$ cat src/rtl/ntt_pkg.sv
// Shared constants, FSM state type and address helpers for the Kyber forward-NTT sequencer.
// The helpers map (layer, butterfly index) to the coefficient pair and the zeta ROM index.
package ntt_pkg;

    localparam int unsigned N            = 256;
    localparam int unsigned DATA_W       = 16;
    localparam int unsigned ADDR_W       = 8;
    localparam int unsigned ZETA_AW      = 7;
    localparam int unsigned LAYERS       = 7;
    localparam int unsigned LAYER_W      = 3;
    localparam int unsigned BFLY_W       = 7;
    localparam int unsigned DRAIN_CYCLES = 2;

    typedef enum logic [1:0] {
        StIdle,
        StRun,
        StDrain,
        StDone
    } state_e;

    // Address of j for butterfly b of layer l; len = 128 >> l.
    function automatic logic [ADDR_W-1:0] pair_addr(input logic [LAYER_W-1:0] l,
                                                    input logic [BFLY_W-1:0]  b);
        logic [ADDR_W-1:0] len;
        logic [ADDR_W-1:0] grp;
        logic [ADDR_W-1:0] off;
        len = ADDR_W'(N / 2) >> l;
        grp = {1'b0, b} >> (LAYER_W'(LAYERS) - l);
        off = {1'b0, b} & (len - ADDR_W'(1));
        return (grp << (4'(ADDR_W) - {1'b0, l})) | off;
    endfunction

    function automatic logic [ZETA_AW-1:0] zeta_idx(input logic [LAYER_W-1:0] l,
                                                    input logic [BFLY_W-1:0]  b);
        return (ZETA_AW'(1) << l) + ZETA_AW'(b >> (LAYER_W'(LAYERS) - l));
    endfunction

endpackage

$ cat src/rtl/ntt_addr_gen.sv
// Combinational read-address generator: (layer, butterfly) -> pair addresses and zeta index.
module ntt_addr_gen
    import ntt_pkg::*;
(
    input  logic [LAYER_W-1:0] layer_i,
    input  logic [BFLY_W-1:0]  bfly_i,
    output logic [ADDR_W-1:0]  addr_a_o,
    output logic [ADDR_W-1:0]  addr_b_o,
    output logic [ZETA_AW-1:0] zeta_addr_o
);

    always_comb begin
        addr_a_o    = pair_addr(layer_i, bfly_i);
        addr_b_o    = addr_a_o + (ADDR_W'(N / 2) >> layer_i);
        zeta_addr_o = zeta_idx(layer_i, bfly_i);
    end

endmodule

$ cat src/rtl/ntt_layer_ctrl.sv
// Forward Kyber NTT sequencer: walks 7 layers, one butterfly per cycle, writes results in place
// two cycles after each read through an external combinational butterfly.
module ntt_layer_ctrl
    import ntt_pkg::*;
(
    input  logic                clk,
    input  logic                rst,
    input  logic                start,
    output logic                busy,
    output logic                done,
    output logic                rd_en,
    output logic [ADDR_W-1:0]   rd_addr_a,
    output logic [ADDR_W-1:0]   rd_addr_b,
    input  logic [DATA_W-1:0]   rd_data_a,
    input  logic [DATA_W-1:0]   rd_data_b,
    output logic [ZETA_AW-1:0]  zeta_addr,
    input  logic [DATA_W-1:0]   zeta_data,
    output logic [DATA_W-1:0]   bf_u,
    output logic [DATA_W-1:0]   bf_v,
    output logic [DATA_W-1:0]   bf_zeta,
    input  logic [DATA_W-1:0]   bf_upper,
    input  logic [DATA_W-1:0]   bf_lower,
    output logic                wr_en,
    output logic [ADDR_W-1:0]   wr_addr_a,
    output logic [ADDR_W-1:0]   wr_addr_b,
    output logic [DATA_W-1:0]   wr_data_a,
    output logic [DATA_W-1:0]   wr_data_b
);

    state_e             state_q, state_d;
    logic [LAYER_W-1:0] layer_q, layer_d;
    logic [BFLY_W-1:0]  bfly_q, bfly_d;
    logic [1:0]         drain_q, drain_d;

    logic [ADDR_W-1:0]  gen_addr_a, gen_addr_b;
    logic [ZETA_AW-1:0] gen_zeta;

    logic               s1_valid_q;
    logic [ADDR_W-1:0]  s1_addr_a_q, s1_addr_b_q;
    logic               wr_en_q;
    logic [ADDR_W-1:0]  wr_addr_a_q, wr_addr_b_q;
    logic [DATA_W-1:0]  wr_data_a_q, wr_data_b_q;

    ntt_addr_gen u_addr_gen (
        .layer_i     (layer_q),
        .bfly_i      (bfly_q),
        .addr_a_o    (gen_addr_a),
        .addr_b_o    (gen_addr_b),
        .zeta_addr_o (gen_zeta)
    );

    always_ff @(posedge clk or posedge rst) begin
        if (rst) begin
            state_q <= StIdle;
            layer_q <= '0;
            bfly_q  <= '0;
            drain_q <= '0;
        end else begin
            state_q <= state_d;
            layer_q <= layer_d;
            bfly_q  <= bfly_d;
            drain_q <= drain_d;
        end
    end

    always_comb begin
        state_d = state_q;
        layer_d = layer_q;
        bfly_d  = bfly_q;
        drain_d = drain_q;
        unique case (state_q)
            StIdle: begin
                if (start) begin
                    state_d = StRun;
                    layer_d = '0;
                    bfly_d  = '0;
                end
            end
            StRun: begin
                if (bfly_q == '1) begin
                    state_d = StDrain;
                    drain_d = '0;
                end else begin
                    bfly_d = bfly_q + BFLY_W'(1);
                end
            end
            StDrain: begin
                // Hold off reads until the layer's last write has landed.
                if (drain_q == 2'(DRAIN_CYCLES - 1)) begin
                    if (layer_q == LAYER_W'(LAYERS - 1)) begin
                        state_d = StDone;
                    end else begin
                        state_d = StRun;
                        layer_d = layer_q + LAYER_W'(1);
                        bfly_d  = '0;
                    end
                end else begin
                    drain_d = drain_q + 2'd1;
                end
            end
            StDone:  state_d = StIdle;
            default: state_d = StIdle;
        endcase
    end

    always_comb begin
        rd_en     = (state_q == StRun);
        busy      = (state_q == StRun) || (state_q == StDrain);
        done      = (state_q == StDone);
        rd_addr_a = rd_en ? gen_addr_a : '0;
        rd_addr_b = rd_en ? gen_addr_b : '0;
        zeta_addr = rd_en ? gen_zeta : '0;
        bf_u      = rd_data_a;
        bf_v      = rd_data_b;
        bf_zeta   = zeta_data;
    end

    // Stage 1 carries the read addresses alongside the data; stage 2 drives the write port.
    always_ff @(posedge clk or posedge rst) begin
        if (rst) begin
            s1_valid_q  <= 1'b0;
            s1_addr_a_q <= '0;
            s1_addr_b_q <= '0;
            wr_en_q     <= 1'b0;
            wr_addr_a_q <= '0;
            wr_addr_b_q <= '0;
            wr_data_a_q <= '0;
            wr_data_b_q <= '0;
        end else begin
            s1_valid_q <= rd_en;
            if (rd_en) begin
                s1_addr_a_q <= rd_addr_a;
                s1_addr_b_q <= rd_addr_b;
            end
            wr_en_q <= s1_valid_q;
            if (s1_valid_q) begin
                wr_addr_a_q <= s1_addr_a_q;
                wr_addr_b_q <= s1_addr_b_q;
                wr_data_a_q <= bf_upper;
                wr_data_b_q <= bf_lower;
            end
        end
    end

    always_comb begin
        wr_en     = wr_en_q;
        wr_addr_a = wr_addr_a_q;
        wr_addr_b = wr_addr_b_q;
        wr_data_a = wr_data_a_q;
        wr_data_b = wr_data_b_q;
    end

endmodule

$ cat config.mk
export PLATFORM = sky130hd
export DESIGN_NAME = ntt_layer_ctrl
export DESIGN_NICKNAME = d
export VERILOG_FILES = /design/src/rtl/ntt_pkg.sv /design/src/rtl/ntt_addr_gen.sv /design/src/rtl/ntt_layer_ctrl.sv
export SDC_FILE = /design/constraint.sdc
export NUM_CORES = 1
export LEC_CHECK = 0
export CAP_MARGIN = 20
export CORE_AREA = 3 3 111 113
export CTS_CLUSTER_SIZE = 24
export DETAILED_ROUTE_END_ITERATION = 16
export DIE_AREA = 0 0 114 116
export GPL_TIMING_DRIVEN = 0
export PLACE_DENSITY = 0.93
export SLEW_MARGIN = 20
export SYNTH_ARGS = -nofsm -noshare
export SYNTH_HDL_FRONTEND = slang
export SYNTH_SLANG_ARGS = --single-unit
$ cat constraint.sdc
create_clock -name clk -period 11.3 [get_ports clk]
set_input_delay 1.13 -clock clk [delete_from_list [all_inputs] [get_ports clk]]
set_output_delay 1.13 -clock clk [all_outputs]
set_load 0.01 [all_outputs]
Word level (Yosys, flattened, before mapping)
Index checks and enable logic that the tools add are counted.

Bits in registers: 80. Output and inout bits: 123. Logic and storage cells: 68.

Add/sub/neg operators: 8. Equal/unequal tests: 12. Shifts and indexed selects: 5. Multiplexer cells: 20. Bitwise operators: 2. Reductions and logical operators: 9.

Operators with widths (count): 7-bit two-way mux (5); 7-bit one-hot mux with 3 select lines (1); 8-bit two-way mux (2); 2-bit two-way mux (6); 2-bit != test (second input constant) (5); 3-bit two-way mux (3); 8-bit adder (1); 7-bit by 8-bit AND with 8-bit output (1); 8-bit OR (1); 2-bit one-hot mux with 4 select lines (1); 8-bit by 4-bit left shift with 8-bit output (1); 7-bit by 3-bit >> shifter with 8-bit output (1); 8-bit by 3-bit >> shifter with 8-bit output (first input constant) (1); 8-bit by 1-bit subtractor with 8-bit output (second input constant) (1); 7-bit by 1-bit adder with 7-bit output (second input constant) (1); 7-bit adder (1); 7-bit equality test (second input constant) (1); 1-bit by 3-bit left shift with 7-bit output (first input constant) (1); 7-bit by 3-bit >> shifter with 7-bit output (1); 3-bit one-hot mux with 2 select lines (1); 3-bit AND reduction (2); 5-bit AND reduction (1); 2-bit by 1-bit equality test with 1-bit output (second input constant) (2); 2-bit equality test (second input constant) (2); other kinds (12) (13).

Longest topological paths before layout
Gate-level depths: netlist of run 1.

Depth in word-level cells: 6. Mapped depth: 19. Mapped depth without buffers: 17.

By module
Synthesis of run 1 repeated with hierarchy kept, for this count alone.

Cell total of the unflattened synthesis: 481. Area total of the unflattened synthesis: 5049.8 um2.

Modules (own cells, without submodules): ntt_layer_ctrl (instances 1, cells each 306, area each 3742.3 um2, seq. area each 2001.9 um2); ntt_addr_gen (instances 1, cells each 175, area each 1307.5 um2, seq. area each 0.0 um2).

Least setup slack after synthesis of run 1
OpenSTA, ideal clock, no wires.

Path kind: flip-flop to output port. Start: register layer_q[0]. End: output rd_addr_b[7]. Data arrival time: 3.818 ns. Setup slack: 6.352 ns. Cell stages (with the launch flop): 15. Path buffers: 2. Cells stage by stage: dfrtp_1 > buf_4 > buf_2 > clkinv_1 > ha_1 > ha_1 > or3_4 > o41ai_1 > ha_1 > o21ai_0 > or4_4 > a31oi_4 > xnor2_1 > xnor2_1 > and2_1.

Word-level cells in the longest chain between the ends: 6. Elaborated cells on any way between the ends: 10.

RTL lines: start, declared (RTL line ntt_layer_ctrl.sv:31) `logic [LAYER_W-1:0] layer_q, layer_d;`; start signal, assigned (RTL line ntt_layer_ctrl.sv:60) `layer_q <= layer_d;`; 3-bit subtractor / 8-bit by 3-bit >> shifter with 8-bit output (equally long branches) (RTL line ntt_pkg.sv:28, ntt_pkg.sv:27, ntt_addr_gen.sv:14); 7-bit by 3-bit >> shifter with 8-bit output / 8-bit by 1-bit subtractor with 8-bit output (equally long branches) (RTL line ntt_pkg.sv:28, ntt_pkg.sv:29); 8-bit by 4-bit left shift with 8-bit output / 7-bit by 8-bit AND with 8-bit output (equally long branches) (RTL line ntt_pkg.sv:30, ntt_pkg.sv:29); 8-bit OR (RTL line ntt_pkg.sv:30) `return (grp << (4'(ADDR_W) - {1'b0, l})) | off;`; 8-bit adder * (RTL line ntt_addr_gen.sv:14) `addr_b_o = addr_a_o + (ADDR_W'(N / 2) >> layer_i);`; 8-bit two-way mux * (RTL line ntt_layer_ctrl.sv:111) `rd_addr_b = rd_en ? gen_addr_b : '0;`; end, declared (RTL line ntt_layer_ctrl.sv:13) `output logic [ADDR_W-1:0] rd_addr_b,`.

Mark *: on every way between the ends. The rest lies on a longest branch, timed or not.

Worst setup path in the final report of run 1
Same ends and word-level chain as after synthesis.

==> results.md, run 1 <==
* Iteration-0 DRC Markers at roughly 250
* Max Clk Rate at 0.151 GHz
* Worst Setup End Kind: output port
* Internal power at 1.03 mW
* Maximum clock path buffer count at 2
* Switching power of the nets at 663 µW
* Top delay family on crit path: buffers and inverters
* Comb power frac at 0.549
* DPL Wire Length at approximately 11,000 µm
* IO Pins at between 200 and 250
* WP buf/inv at 6
* Met2 Use GR at 0.388
* Syn_area_per_cell at 10.2 µm²
* Core Area at 0.0114 mm²
* # rows at 39
* Die Y-Extent at 116 µm
* Cell variety after synth at about 60
* Post-Syn Nets at 614
* Port bufs at ~160
* Status: complete, no violations
* Crit Path Class: register to output port
* ANT cells at 0
* Post-synth top flop: dfrtp_1
* Fin crit share at 0.585
* Slew Viols, Final at 0
* Vias at 4,483
* Min cycle time layout at 6610 ps
* Drt pass-1 iters at 5
* CTS tree: done
* Largest net degree at the start of global routing at 63
* Maximum capacitance violations at 0
* Met3 Track Usage GR at 0.0423
* Sequential share of power at 0.284
* Post-synthesis async set-or-reset flop share at 1.00
* Cell Area, Synth at between 0.005 and 0.006 mm²
* Antenna Nets Post-Route at 0
* Clk_skew at approximately 10 ps
* Cts repair resizes at 0
* DR WL/cell at 17.6 µm
* Syn-to-layout area delta at 40.2%
* Postcts setup bufs at 0
* Num CTS Buffers at 9
* Initial Util at 0.450
* Total congestion overflow at 0
* Worst path max stage delay at 560 ps
* WHS Path Cells at 0
* Arr. time, crit path at 5480 ps
* Sequential area share after synthesis at 0.389
* Worst hold path type: register to register
* First-pass GRT wire length at around 23,000 µm
* Peak VDD IR at 0.000132 V
* All-Layer GR Usage at 0.212
* # setup viols final at 0
* # DRC at 0
* Sink Count at 80
* Synthesis Warnings at 0
* Vias in the first global route at 4,503
* GRT Max-Usage Layer: met2
* Die area at approximately 0.013 mm²
* Clk_lat worst skew at 340 ps
* Commonest non-fill, non-tap cell in the layout: clkdlybuf4s50_1
* DR vias/cell at about 5.5
* Clock power share at 0.167
* Required time of the critical path at 10,170 ps
* Routability Congestion at 0.931
* Most frequent cells in the layout: 157 x clkdlybuf4s50_1, 80 x dfrtp_1, 66 x mux2_2
* CTS H-tree lvls at 3
* Met1 layer usage reported by global route at 0.256
* Crit path launch type: register
* Final hold slack at 451 ps
* Worst-path fanout max at 10
* Critical path depth at 18
* Power per cell area at 235 mW/mm²
* Number of antenna violations at the first check in global routing at 0
* Seq cells post-synth at 80
* WL final at approximately 14,000 µm
* Sw frac at 0.391
* Layout cells sized above 1 at 0.218
* RSZ-0062 raised after global routing: false
* Slew @ Worst Pin at between 600 and 700 ps
* Worst-path cell chain: buf_4 -> buf_2 -> clkinv_1 -> ha_1 -> clkbuf_1 -> inv_1 -> nor4_1 -> o21ai_1 -> o31ai_1 -> a22o_1 -> ha_1 -> o21ai_0 -> or4_4 -> a31oi_4 -> xnor2_1 -> xnor2_1 -> and2_1 -> clkdlybuf4s50_1
* Final Hold Vio Count at 0
* Gate count after technology mapping at 504
* DIE WIDTH at approximately 110 µm
* Post-synth EDFFs at 0
* Nets at 783
* Slowest cell on the critical path: or4_4
* Setup TNS at 0 ps
* Root buffer cell: clkbuf_16
* Max_slew headroom at 0.579
* CTS Hold Buffers Added at 0
* Clk slew on worst S/H paths at 60 ps
* FF-to-FF path depth at 17
* Static Leak at 3.16 nW
sequential cells by signal, indices dropped and copies added (netlist names), 2 cells and up:
register,cells
layer_q,3
wr_data_b,16
s1_addr_a_q,8
wr_addr_b,8
drain_q,2
wr_data_a,16
wr_addr_a,8
s1_addr_b_q,8
bfly_q,7
state_q,2
per-layer routing:
layer	wire, µm	up-vias
met3	1060	16
met1	5620	2195
met5	0	-
met4	169	0
li1	-	2050
met2	7600	222
cells in the mapped netlist (all sizes together), types with 4 or more instances:
cell	instances	area (µm²)
dfrtp	80	2000
mux2	66	743
buf	58	418
nor2	33	124
ha	26	325
and2	23	144
a21oi	21	105
o21ai	21	105
clkbuf	17	63.8
inv	17	63.8
nand2	17	63.8
xnor2	13	114
nor2b	12	75.1
nor3	9	45.0
xor2	8	70.1
a31oi	7	58.8
a22o	6	52.6
a221oi	5	56.3
mux2i	5	50.1
nand2b	5	31.3
or3	5	36.3
a21o	4	30.0
nand3	4	20.0
cell families after synthesis:
kind of cell / Yosys count / share of synthesized area
simple gates: 121 / 0.123
mux: 71 / 0.154
flops: 80 / 0.389
xor+xnor: 21 / 0.0358
fa+ha+maj: 28 / 0.0691
buf+inv: 94 / 0.108
compound gates: 89 / 0.121
stage by stage:
stage                     std cells  power, mW   util  setup WS (ps)  instance area [µm²]
final                           821       1.69  0.631           4690                 7210
after global routing            821       1.80  0.631           4310                 7210
after CTS                       821       1.70  0.631           4730                 7210
after detailed placement        805       1.41  0.606           5130                 6920
after global placement          804       1.37  0.604           5130                 6890
after floorplan                 504       1.02      -           6350                 5140
power by group through the flow:
stage / registers (mW) / logic, mW / clock network (mW)
floorplan: 0.507 / 0.511 / 0
global placement: 0.472 / 0.899 / 0
detailed placement: 0.485 / 0.925 / 0
CTS: 0.481 / 0.932 / 0.286
global route: 0.498 / 1.00 / 0.297
finish: 0.481 / 0.930 / 0.282
cell type report:
type	count	area (µm²)
Sequential cell	80	2000
Inverter	19	73.8
Buffer	75	482
Clock inverter	7	61.3
Fill cell	901	4210
Timing Repair Buffer	158	1600
Tap cell	143	179
Multi-Input combinational cell	330	2590
Clock buffer	9	225
final timing paths:
check	start	end	slack, ps
min in group asynchronous	rst	wr_data_b[9]	1080
hold / removal	s1_valid_q	wr_en	450
hold reg to reg	s1_valid_q	wr_en	450
max in group asynchronous	rst	s1_addr_a_q[2]	9640
setup reg to reg	layer_q[0]	s1_addr_b_q[7]	6550
setup / recovery	layer_q[0]	rd_addr_b[7]	4690
Note: power is estimated with default switching activity, not from simulation.
==> run 2, diff against run 1 <==
- CORE_AREA: 3 3 111 113 -> 3 3 113 115
- DIE_AREA: 0 0 114 116 -> 0 0 116 118
- PLACE_DENSITY: 0.93 -> 0.9
- clock period: 11.3 -> 6.65 ns (I/O delays scaled with it)
==> run 2 against run 1 <==
Against the previous run:
- clock skew is 3.4 ps lower
- register-to-register slack worse by 4800 ps
- setup slack worse by 4300 ps
- first-iteration DRC count is 23% higher
- sequential share of layout area is 0.23 points lower
- non-clock buffer count stayed put
- clock power is 100% higher
- design area is 0.85% higher
- utilization is 2.1 points lower
- wire length is 4.5% higher
- largest cell class unchanged
- largest power group unchanged
==> results.md, run 2 (synthesis results as in run 1) <==
* Arr. time, crit path at 5600 ps (+120 ps)
* Min-Delay Startpoint: s1_valid_q
* Fin crit share at 0.942
* Setup TNS at 0 ps (unchanged)
* Clk slew on worst S/H paths at 60 ps (about the same)
* Routed wl met2 at 7890 µm (+3.9%)
* DR WL/cell at 18.3 µm (+4.0%)
* Slew @ Worst Pin at 673 ps (+41.5 ps)
* Drt pass-1 iters at 5 (unchanged)
* RSZ-0062 raised after global routing: false
* # fillers at 983 (+9.1%)
* IO Pins at 206 (unchanged)
* Crit path launch type: register
* Commonest non-fill, non-tap cell in the layout: clkdlybuf4s50_1
* CTS tree: done
* Worst hold path type: register to register
* Sink Count at 80 (unchanged)
* Peak VDD IR at 0.000259 V (+95%)
* Worst-path fanout max at 10 (unchanged)
* Final Hold Vio Count at 0 (unchanged)
* Layout cells sized above 1 at 0.218 (unchanged)
* WL final at 15,100 µm (+4.5%)
* Min cycle time layout at 6260 ps
* Final core utilization at 0.610 (-0.0210)
* Power per cell area at 410 mW/mm² (+75%)
* Required time of the critical path at 5980 ps (-4190 ps)
* DPL Wire Length at 11,700 µm (+1.5%)
* Switching power of the nets at 1.12 mW (+69%)
* Root buffer cell: clkbuf_16
* # setup viols final at 0 (unchanged)
* Maximum clock path buffer count at 2 (unchanged)
* Sw frac at 0.376 (-0.0151)
* Comb power frac at 0.535 (-0.014)
* Routability Congestion at 0.917 (-1.5%)
* Max Clk Rate at 0.160 GHz
* First-pass GRT wire length at 24,200 µm (+7.3%)
* Antenna Nets Post-Route at 0 (unchanged)
* Wire length on met3 at 966 µm (-8.7%)
* Most frequent cells in the layout: 157 x clkdlybuf4s50_1, 80 x dfrtp_1, 66 x mux2_2
* Iteration-0 DRC Markers at 312 (+23%)
* DIE WIDTH at 116 µm (+1.8%)
* ANT cells at 0 (unchanged)
* Clk_skew at 6.55 ps (-3.45 ps)
* Cts repair resizes at 0 (unchanged)
* Max_slew headroom at 0.551 (-0.0276)
* Postcts setup bufs at 0 (unchanged)
* Status: complete, no violations
* Clk_lat worst skew at 340 ps (about the same)
* Static Leak at 3.19 nW (+1.1%)
* CTS H-tree lvls at 3 (unchanged)
* Worst reg2reg startpoint: layer_q[0]
* Port bufs at 157 (unchanged)
* Number of antenna violations at the first check in global routing at 0 (unchanged)
* All-Layer GR Usage at 0.221 (+0.00895)
* Num CTS Buffers at 9 (unchanged)
* Worst Setup End Kind: output port
* CTS Hold Buffers Added at 0 (unchanged)
* Met1 Wirelength at 5910 µm (+5.1%)
* DR vias/cell at 5.39 (-1.3%)
* Clock power share at 0.190 (+0.023)
* Sequential share of power at 0.275 (-0.009)
* Internal power at 1.86 mW (+80%)
* # rows at 40 (+2.6%)
* Vias at 4,446 (-0.83%)
* Syn-to-layout area delta at 41.4%
* Die Y-Extent at 118 µm (+1.7%)
* Largest net degree at the start of global routing at 60 (-4.8%)
* Slew Viols, Final at 0 (unchanged)
* Maximum capacitance violations at 0 (unchanged)
* Crit Path Class: register to output port
* Total congestion overflow at 0 (unchanged)
* # DRC at 0 (unchanged)
* Vias in the first global route at 4,747 (+5.4%)
* Die area at 0.0137 mm² (+3.5%)
* Core Area at 0.0119 mm² (+4.3%)
* Initial Util at 0.432 (-0.0186)
* Nets at 783 (unchanged)
* CP startpoint: layer_q[0]
* Uppermost routed layer: met4
## run 2: final cells by class
cell class              instances  area [µm²]  share of cell area
multi-input cells             330        2590               0.356
flip-flops and latches         80        2000               0.275
inverters                      19        73.8              0.0102
clock inverters                 7         118              0.0162
clock buffers                   9         225              0.0310
plain buffers                  75         482              0.0663
repair buffers                158        1600               0.220
well taps                     147         184              0.0253
## run 2: per-layer routing
layer	up-vias	track usage
met4	0	0.0674
met1	2147	0.255
li1	2050	-
met5	-	0
met2	216	0.404
met3	33	0.0452
## run 2: worst paths after layout
path                                        to  slack (ps)  cells past startpoint
worst min-delay path                     wr_en         480                      0
min in group asynchronous         wr_data_a[6]         640                      2
worst max-delay path              rd_addr_b[7]         390                     19
worst min register to register           wr_en         480                      0
worst max register to register  s1_addr_b_q[7]        1760                     18
max in group asynchronous            bfly_q[0]        5430                      3
## run 2: stage by stage
| stage | total power, mW | worst slack (ps) | hold slack, ps | cells | cell area [µm²] |
|---|---|---|---|---|---|
| 5_1_grt | 3.17 | 121 | 502 | 825 | 7270 |
| 3_3_place_gp | 2.34 | 749 | 432 | 808 | 6900 |
| 2_1_floorplan | 1.73 | 2170 | 389 | 504 | 5140 |
| 4_1_cts | 2.99 | 497 | 483 | 825 | 7270 |
| 3_5_place_dp | 2.41 | 862 | 440 | 809 | 6930 |
| 6_report | 2.98 | 385 | 481 | 825 | 7270 |
## run 2: power groups by stage
stage	Combinational, mW	Sequential [mW]	Clock, mW
after floorplan	0.868	0.862	0
after global placement	1.54	0.803	0
after detailed placement	1.58	0.824	0
after CTS	1.60	0.822	0.571
after global routing	1.73	0.846	0.598
final	1.59	0.821	0.565
## run 2: worst max-delay path, cell delays in order, from the launching register on
cell	delay, ps
dfrtp_1	380
buf_4	170
buf_2	230
clkinv_1	310
ha_1	470
clkbuf_1	260
inv_1	260
nor4_1	100
o21ai_1	140
o31ai_1	150
a221oi_1	670
inv_1	100
ha_1	360
a21o_1	220
a31oi_1	260
a31oi_4	50
xnor2_1	270
xnor2_1	170
and2_1	140
clkdlybuf4s50_1	560
